File: config.mk
export PLATFORM = sky130hd
export DESIGN_NAME = button_cmd_encoder
export DESIGN_NICKNAME = d
export VERILOG_FILES = /design/src/rtl/button_cmd_encoder.sv
export SDC_FILE = /design/constraint.sdc
export NUM_CORES = 1
export LEC_CHECK = 0
export ABC_AREA = 0
export ABC_CLOCK_PERIOD_IN_PS = 2700
export BUFFER_PORTS_ARGS = -buffer_cell sky130_fd_sc_hd__buf_2
export CORE_MARGIN = 5
export CORE_UTILIZATION = 57
export CTS_BUF_LIST = sky130_fd_sc_hd__clkbuf_4 sky130_fd_sc_hd__clkbuf_8 sky130_fd_sc_hd__clkbuf_16
export DETAILED_ROUTE_END_ITERATION = 10
export PLACE_DENSITY = 0.77
export SLEW_MARGIN = 10
export SYNTH_ARGS = -nofsm -noshare
export SYNTH_HDL_FRONTEND = slang
export SYNTH_SLANG_ARGS = --single-unit
File: constraint.sdc
create_clock -name buttonclk -period 2.7 [get_ports buttonclk]
set_input_delay 0.54 -clock buttonclk [delete_from_list [all_inputs] [get_ports buttonclk]]
set_output_delay 0.54 -clock buttonclk [all_outputs]
set_load 0.02 [all_outputs]
File: src/rtl/button_cmd_encoder.sv
// button_cmd_encoder: debounced left/right/throw buttons with auto-repeat and a command FIFO (buttonclk, reset, enable, *_raw, cmd_ready -> cmd_valid, cmd_code, fifo_count, overflow)
module button_cmd_encoder #(
    parameter int DB_CYCLES     = 2,
    parameter int REPEAT_DELAY  = 6,
    parameter int REPEAT_PERIOD = 2,
    parameter int FIFO_DEPTH    = 4
) (
    input  logic                          buttonclk,
    input  logic                          reset,
    input  logic                          enable,
    input  logic                          left_raw,
    input  logic                          right_raw,
    input  logic                          throw_raw,
    input  logic                          cmd_ready,
    output logic                          cmd_valid,
    output logic [1:0]                    cmd_code,
    output logic [$clog2(FIFO_DEPTH):0]   fifo_count,
    output logic                          overflow
);
    localparam int AW = $clog2(FIFO_DEPTH);
    localparam int CW = AW + 1;
    localparam int DW = $clog2(DB_CYCLES + 1);
    localparam int HW = $clog2(REPEAT_DELAY + 1);
    localparam logic [DW-1:0] DB_C = DW'(DB_CYCLES);
    localparam logic [HW-1:0] RD_C = HW'(REPEAT_DELAY);
    localparam logic [HW-1:0] RL_C = HW'(REPEAT_DELAY - REPEAT_PERIOD);
    localparam logic [CW-1:0] DEPTH_C = CW'(FIFO_DEPTH);
    logic [2:0]    s1, s2, db, db_n, flip;
    logic [DW-1:0] cnt [3];
    logic [HW-1:0] hold [2];
    logic [HW-1:0] hold_n [2];
    logic [1:0]    rep;
    logic          conflict, ev_t, ev_l, ev_r, push, pop;
    logic [1:0]    code;
    logic [1:0]    mem [FIFO_DEPTH];
    logic [AW-1:0] wp, rp;
    assign cmd_valid = |fifo_count;
    assign cmd_code  = cmd_valid ? mem[rp] : 2'b00;
    always_comb begin
        for (int i = 0; i < 3; i++) begin
            flip[i] = (s2[i] != db[i]) && (cnt[i] + 1'b1 == DB_C);
            db_n[i] = db[i] ^ flip[i];
        end
        conflict = db_n[0] & db_n[1];
        for (int i = 0; i < 2; i++) begin
            rep[i]    = enable & ~conflict & db[i] & db_n[i] & (hold[i] + 1'b1 == RD_C);
            hold_n[i] = (enable & ~conflict & db[i] & db_n[i]) ? (rep[i] ? RL_C : hold[i] + 1'b1) : '0;
        end
        ev_t = enable & flip[2] & ~db[2];
        ev_l = enable & ~conflict & ((flip[0] & ~db[0]) | rep[0]);
        ev_r = enable & ~conflict & ((flip[1] & ~db[1]) | rep[1]);
        code = ev_t ? 2'b11 : ev_l ? 2'b01 : ev_r ? 2'b10 : 2'b00;
        pop  = cmd_valid & cmd_ready;
        push = (|code) & ((fifo_count != DEPTH_C) | pop);
    end
    always_ff @(posedge buttonclk) begin
        if (reset) begin
            s1         <= '0;
            s2         <= '0;
            db         <= '0;
            for (int i = 0; i < 3; i++) cnt[i] <= '0;
            for (int i = 0; i < 2; i++) hold[i] <= '0;
            wp         <= '0;
            rp         <= '0;
            fifo_count <= '0;
            overflow   <= 1'b0;
        end else begin
            s1 <= {throw_raw, right_raw, left_raw};
            s2 <= s1;
            db <= db_n;
            for (int i = 0; i < 3; i++) cnt[i] <= (s2[i] != db[i] && !flip[i]) ? cnt[i] + 1'b1 : '0;
            for (int i = 0; i < 2; i++) hold[i] <= hold_n[i];
            if (push) wp <= wp + 1'b1;
            if (pop) rp <= rp + 1'b1;
            fifo_count <= fifo_count + CW'(push) - CW'(pop);
            if ((|code) && !push) overflow <= 1'b1;
        end
    end
    always_ff @(posedge buttonclk) begin
        if (push && !reset) mem[wp] <= code;
    end
endmodule

==> results by group, run 1 <==
Detailed routing
  • Post-Route WL: roughly 2.6 mm
  • Initial drt markers: 18
  • Via/cell ratio: 5.27
  • Vias: 1053
  • TritonRoute pass-1 iters: 4
  • DRC: 0
  • Antenna Nets Post-Route: 0
  • Mean routed wirelength per cell: ~13 µm

STA
  • Fin crit period: around 2.5 ns
  • Final setup TNS: 0 ns
  • Setup Skew: 0.00733 ns
  • Final Hold Violating Endpoints: 0
  • Final Cycle Share: 0.935
  • FMAX: 0.396 GHz
  • Slew HR: 0.619
  • Worst-Margin Slew: 0.567 ns
  • Max-slew violations: 0
  • RSZ-0062 raised after global routing: no
  • Fin worst setup slack: approximately 0.18 ns
  • Setup violators final: 0

Place
  • GP Congestion: about 0.79
  • Port bufs: 13
  • Post-DP HPWL: roughly 2 mm
  • Post-DP Area: between 1500 and 2000 µm²
  • Placement Setup Slack: between 0.1 and 0.15 ns

Clock network
  • Clock sink count: 39
  • Post-CTS setup buffers: 0
  • Root Buffer Master: clkbuf_4
  • CTS tree: done
  • Worst skew pair latency: approximately 0.35 ns
  • CTS-repair resized insts: 0
  • TritonCTS Buffers: 5
  • Register clock-pin slew on the reported worst setup and hold paths: about 0.12 ns
  • # hold bufs at CTS: 0
  • Maximum clock path buffer count: 2
  • # H-tree levels: 2

Worst setup path
  • Worst-path fanout max: 4
  • R2R depth: 9
  • WS Path Type: register to register
  • Worst Setup SP: cnt[0][2]
  • Startpoint types: register
  • CP arrival: about 2.8 ns
  • Critical path endpoint category: register
  • Worst path required time: slightly below 3 ns
  • R2r startpoint: cnt[0][2]

Synth
  • Post-synthesis sequential area ratio: 0.516
  • Number of synthesis warnings: 0
  • Distinct cells, synth: 34
  • Synthesized flop and latch total: 39
  • Syn_area_per_cell: approximately 11 µm²
  • Synthesized cell area: roughly 1700 µm²
  • Syn_nets: 170
  • Post-synthesis cell count: 150

Cells and area
  • # diodes: 0
  • Commonest non-fill, non-tap cells in the layout: dfxtp_1, nor2_1, buf_2
  • Final instance area: 1830 µm²
  • Commonest non-fill, non-tap cell in the layout: dfxtp_1
  • Layout cells sized above 1: 0.189
  • Area delta synth->final: 9.90%
  • Nets: approximately 190
  • Filler cells: 221

GRT
  • Overall Global Routing Usage: 0.151
  • Grt ovf: 0
  • Initial antenna violation count: 0
  • First-pass GRT wire length: between 4 and 5 mm
  • Vias in the first global route: between 1k and 1.5k
  • Largest net degree at the start of global routing: 30

Floorplanning
  • Die height: between 60 and 70 µm
  • Core box area: 2780 µm²
  • Initial Util: 0.600
  • FP Rows: 19
  • Die area: a little over 4000 µm²
  • Die X: around 64 µm
  • Ports: 14

Outcome
  • Status: completed

Pwr
  • Overall Power: ~0.0013 W
  • Clock power frac: 0.231
  • Switch Pwr: just under 0.0004 W
  • Logic pwr share: 0.238
  • Maximum vdd drop: ~0.7 mV
  • Flop pwr share: 0.530
  • Design internal power: approximately 0.0009 W
  • Cell area power density: between 600 and 700 nW/µm²
  • Switching share of power: 0.311
  • Leak: approximately 0.73 nW

Job
  • Max Cap Violations: 0

Min path
  • Hold Path Depth: 2
  • Worst min path class: input port to register
  • Min-delay src: throw_raw
## metal layers
layer  GRT usage  wire (µm)
met2       0.254       1320
met1       0.166       1160
met4      0.0763         48
met5           0          0
met3      0.0578        109
## kinds of logic after synthesis
logic type | share of synthesized area
AO/OA/AOI/OAI | 0.0502
XOR/XNOR | 0.0420
adder cells (fa/ha/maj) | 0.102
buffers and inverters | 0.0292
flip-flops | 0.516
multiplexers | 0.0712
AND/OR/NAND/NOR | 0.190
## final timing paths
path | endpoint | slack [ns]
min | s1[2] | 0.40
max | fifo_count[2] | 0.18
min reg2reg | cnt[0][0] | 0.43
max reg2reg | fifo_count[2] | 0.18
## registers in the layout (all words and copies together), names as in the netlist, named ones only
| register | cells |
|---|---|
| cnt | 6 |
| s2 | 3 |
| s1 | 3 |
| mem | 8 |
| fifo_count | 3 |
| wp | 2 |
| db | 2 |
| hold | 6 |
| overflow | 1 |
| rp | 2 |
## Yosys cell counts (all sizes together)
master / instances / share of area
a21boi: 3 / 0.013
a21o: 1 / 0.0045
a21oi: 1 / 0.0030
and2: 3 / 0.011
and4: 2 / 0.010
clkbuf: 3 / 0.0067
dfxtp: 31 / 0.37
edfxtp: 8 / 0.14
fa: 1 / 0.012
ha: 12 / 0.090
inv: 10 / 0.022
mux2: 2 / 0.016
mux2i: 4 / 0.028
mux4: 2 / 0.027
nand2: 4 / 0.0090
nand2b: 4 / 0.015
nand3: 1 / 0.0030
nand4: 2 / 0.0075
nor2: 23 / 0.053
nor2b: 10 / 0.037
nor3b: 4 / 0.018
nor4b: 1 / 0.0090
o21ai: 2 / 0.013
o22ai: 2 / 0.0075
o31ai: 2 / 0.0090
or2b: 1 / 0.0045
or3: 3 / 0.011
xnor2: 5 / 0.026
xor2: 3 / 0.016
## power by group through the flow
stage	clock, W	sequential (W)	combinational (W)
2_1_floorplan	0	0.000703	0.000208
3_3_place_gp	0	0.000685	0.000299
3_5_place_dp	0	0.000688	0.000307
4_1_cts	0.000303	0.000675	0.000308
5_1_grt	0.000334	0.000681	0.000334
6_report	0.000294	0.000674	0.000303
## cell type report
| cell class | count | area [µm²] | share of cell area |
|---|---|---|---|
| inverters | 10 | 37.5 | 0.0205 |
| multi-input cells | 98 | 767 | 0.418 |
| clock buffers | 5 | 37.5 | 0.0205 |
| repair buffers | 14 | 72.6 | 0.0396 |
| clock inverters | 3 | 20.0 | 0.0109 |
| flip-flops and latches | 39 | 861 | 0.469 |
| well taps | 31 | 38.8 | 0.0211 |
## stage by stage
stage	instances	util	hold WS [ns]
2_1_floorplan	150	-	0.397
3_3_place_gp	192	0.636	0.404
3_5_place_dp	192	0.636	0.417
4_1_cts	200	0.657	0.393
5_1_grt	200	0.659	0.395
6_report	200	0.659	0.402
## critical path, cell delays in order (launching register included)
cell     delay [ns]
dfxtp_1        0.36
ha_1           0.22
mux2i_2        0.40
o22ai_1        0.17
a21o_1         0.23
mux2_2         0.27
ha_1           0.19
fa_1           0.37
xnor2_1        0.16
nor2_1         0.05
Note: power is estimated with default switching activity, not from simulation.
==> run 2: changes to the inputs <==
Settings changed: ABC_AREA 0 to 1, CORE_UTILIZATION 57 to 58, HOLD_SLACK_MARGIN from default to 0.15.
==> results by group, run 2 <==
Outcome
  • Status: completed

Floorplanning
  • Core box area: 3030 µm² (+8.9%)
  • Initial Util: 0.597 (-0.00298)
  • Ports: 14 (unchanged)
  • FP Rows: 20 (+1)
  • Die X: 65.8 µm (+2.7%)
  • Die height: 65.8 µm (+2.7%)
  • Die area: 4330 µm² (+5.4%)

GRT
  • Grt ovf: 0 (unchanged)
  • Initial antenna violation count: 0 (unchanged)
  • First-pass GRT wire length: 4.86 mm (+2.2%)
  • Vias in the first global route: 1199 (+8.6%)
  • Largest net degree at the start of global routing: 16 (-47%)
  • Overall Global Routing Usage: 0.146 (-0.00478)

Detailed routing
  • TritonRoute pass-1 iters: 4 (unchanged)
  • Antenna Nets Post-Route: 0 (unchanged)
  • Via/cell ratio: 4.57 (-13%)
  • DRC: 0 (unchanged)
  • Vias: 1258 (+19%)
  • Initial drt markers: 16 (-2)
  • Post-Route WL: 2.65 mm (+0.46%)
  • Mean routed wirelength per cell: 9.62 µm (-27%)

Synth
  • Post-synthesis simple-gate area fraction: 0.269 (+0.0795)
  • Syn_nets: 231 (+36%)
  • Synth Flop Type: dfxtp_1
  • XOR/XNOR Fraction of Synth Area: 0.00969 (-0.0323)
  • Number of synthesis warnings: 0 (unchanged)
  • Post-synth top area cell: dfxtp_1
  • Adder-cell share of the synthesized area: 0.0941 (-0.00783)
  • Largest family of logic cells by synthesized area: simple AND/OR/NAND/NOR gates
  • Post-synthesis sequential area ratio: 0.476 (-0.0396)
  • Post-synthesis cell count: 211 (+41%)
  • Synth Area in Compound Gates: 0.0637 (+0.0134)
  • Yosys top cell area share: 0.343 (-0.0286)
  • Top-count cell post-synth: nor2_1
  • Post-synth EDFFs: 8 (unchanged)
  • Synthesized cell area: 1810 µm² (+8.3%)
  • Syn_area_per_cell: 8.57 µm² (-23%)
  • Asr flop ratio synth: 0 (unchanged)
  • Commonest cells post-synth: nor2_1, inv_1, dfxtp_1, nand2_1, ha_1
  • Synthesized flop and latch total: 39 (unchanged)
  • Top post-synthesis cells by area: dfxtp_1, edfxtp_1, nor2_1, ha_1, inv_1
  • Distinct cells, synth: 26 (-24%)
  • Post-synthesis mux area share: 0 (-0.0712)

Place
  • Post-DP Area: 1920 µm² (+8.8%)
  • GP Congestion: 0.796 (+0.23%)
  • Post-DP HPWL: 2.14 mm (+7.2%)
  • Port bufs: 13 (unchanged)

Min path
  • Min-delay src: right_raw
  • Worst min path class: input port to register

Clock network
  • CTS-repair resized insts: 0 (unchanged)
  • # H-tree levels: 2 (unchanged)
  • Worst skew pair latency: 0.34 ns (about the same)
  • TritonCTS Buffers: 5 (unchanged)
  • Post-CTS setup buffers: 0 (unchanged)
  • # hold bufs at CTS: 0 (unchanged)
  • Maximum clock path buffer count: 2 (unchanged)
  • Register clock-pin slew on the reported worst setup and hold paths: 0.11 ns (about the same)
  • Clock sink count: 39 (unchanged)
  • Root Buffer Master: clkbuf_4
  • CTS tree: done

Cells and area
  • Nets: 250 (+33%)
  • Commonest non-fill, non-tap cell in the layout: nor2_1
  • Commonest non-fill, non-tap cells in the layout: nor2_1, inv_1, dfxtp_1
  • Final instance area: 2010 µm² (+9.3%)
  • # diodes: 0 (unchanged)
  • Layout cells sized above 1: 0.195 (+0.00546)
  • Area delta synth->final: 10.9%
  • Util after Layout: 0.662 (+0.00293)
  • Top Registers: mem: 8 flops, cnt: 6 flops, hold: 6 flops
  • Max reg flops: 8 (unchanged)
  • Top reg by flops: mem
  • Filler cells: 270 (+22%)

Worst setup path
  • CP arrival: 2.61 ns (-0.15 ns)
  • Critical path endpoint category: register
  • Worst Setup SP: cnt[0][2]
  • WS Path Type: register to register
  • Worst-path fanout max: 5 (+1)
  • R2r startpoint: cnt[0][2]
  • Worst path required time: 2.98 ns (+0.04 ns)
  • Startpoint types: register

STA
  • Max-slew violations: 0 (unchanged)
  • Final Cycle Share: 0.866 (-0.0695)
  • Worst-Margin Slew: 0.419 ns (-0.148 ns)
  • Setup violators final: 0 (unchanged)
  • FMAX: 0.428 GHz (+8.0%)
  • RSZ-0062 raised after global routing: no
  • Final Hold Violating Endpoints: 0 (unchanged)
  • Fin crit period: 2.34 ns (-0.188 ns)
  • Setup Skew: 0.00977 ns (+0.00244 ns)
  • Slew HR: 0.719 (+0.100)
  • Final setup TNS: 0 ns (unchanged)

Pwr
  • Maximum vdd drop: 0.516 mV (-28%)
  • Cell area power density: 659 nW/µm² (-5.0%)
  • Leak: 0.931 nW (+28%)

Job
  • Max Cap Violations: 0 (unchanged)
==> run 2: cell types whose count changed after synthesis, sizes merged, moves of 4 or more <==
cell / previous run / this run
xnor2: 5 / 1
nor3b: 4 / 0
nor3: 0 / 5
nor2: 23 / 51
o21ai: 2 / 9
nand3: 1 / 11
nor2b: 10 / 0
mux2i: 4 / 0
nand2: 4 / 24
inv: 10 / 41
nand2b: 4 / 0
a21oi: 1 / 11
==> run 2: through the flow <==
| step | setup slack, ns | hold WS [ns] | total power, W | instances |
|---|---|---|---|---|
| 6_report | 0.363 | 0.400 | 0.00132 | 275 |
| 5_1_grt | 0.138 | 0.393 | 0.00141 | 275 |
| 4_1_cts | 0.342 | 0.377 | 0.00134 | 275 |
| 3_5_place_dp | 0.359 | 0.395 | 0.000978 | 267 |
| 3_3_place_gp | 0.431 | 0.388 | 0.000972 | 267 |
| 2_1_floorplan | 0.520 | 0.388 | 0.000888 | 211 |
==> run 2: cells by family after synthesis <==
logic type / count (synthesis)
and+or+nand+nor: 94
buffers and inverters: 42
DFF: 39
AOI/OAI and AO/OA: 21
adders and majority gates: 13
xor gates and xnor gates: 2
==> run 2: layout make-up <==
class                      count  area, µm²  share of cell area
clock buffer                   7       76.3              0.0381
sequential                    39        861               0.429
timing repair buffer          13       65.1              0.0324
clock inverter                 1       5.00             0.00250
multi-input combinational    130        790               0.394
inverter                      41        154              0.0767
tap                           44       55.1              0.0274
==> run 2: worst paths after layout <==
kind,end,slack [ns],cells past startpoint
max,fifo_count[2],0.36,18
min,s1[1],0.40,3
max reg2reg,fifo_count[2],0.36,18
min reg2reg,s2[2],0.41,2
==> run 2: per-layer routing <==
| metal | track usage | routed length, µm | share of wire |
|---|---|---|---|
| met5 | 0 | 0 | 0 |
| met4 | 0.0803 | 80 | 0.030 |
| met3 | 0.0391 | 106 | 0.040 |
| met2 | 0.235 | 1200 | 0.45 |
| met1 | 0.177 | 1260 | 0.48 |
==> run 2: worst max-delay path, stage by stage, from the launching register on <==
cell	delay, ns
dfxtp_1	0.33
ha_1	0.20
inv_1	0.08
nand2_2	0.07
nand2_2	0.08
nand2_4	0.07
nand2_4	0.08
inv_2	0.06
nand2_4	0.06
nand3_4	0.09
nor2_4	0.16
nor2_8	0.06
o21ai_2	0.06
nand2_1	0.06
ha_1	0.18
fa_1	0.35
inv_1	0.07
o21ai_0	0.08
a21oi_1	0.12
==> run 2: where the power goes <==
part | switching, W | total, W | leakage (nW) | internal, W
registers | 0.0000402 | 0.000672 | 0.332 | 0.000632
logic | 0.000192 | 0.000290 | 0.552 | 0.0000981
clock network | 0.000177 | 0.000359 | 0.0464 | 0.000182
total | 0.000409 | 0.00132 | 0.931 | 0.000912
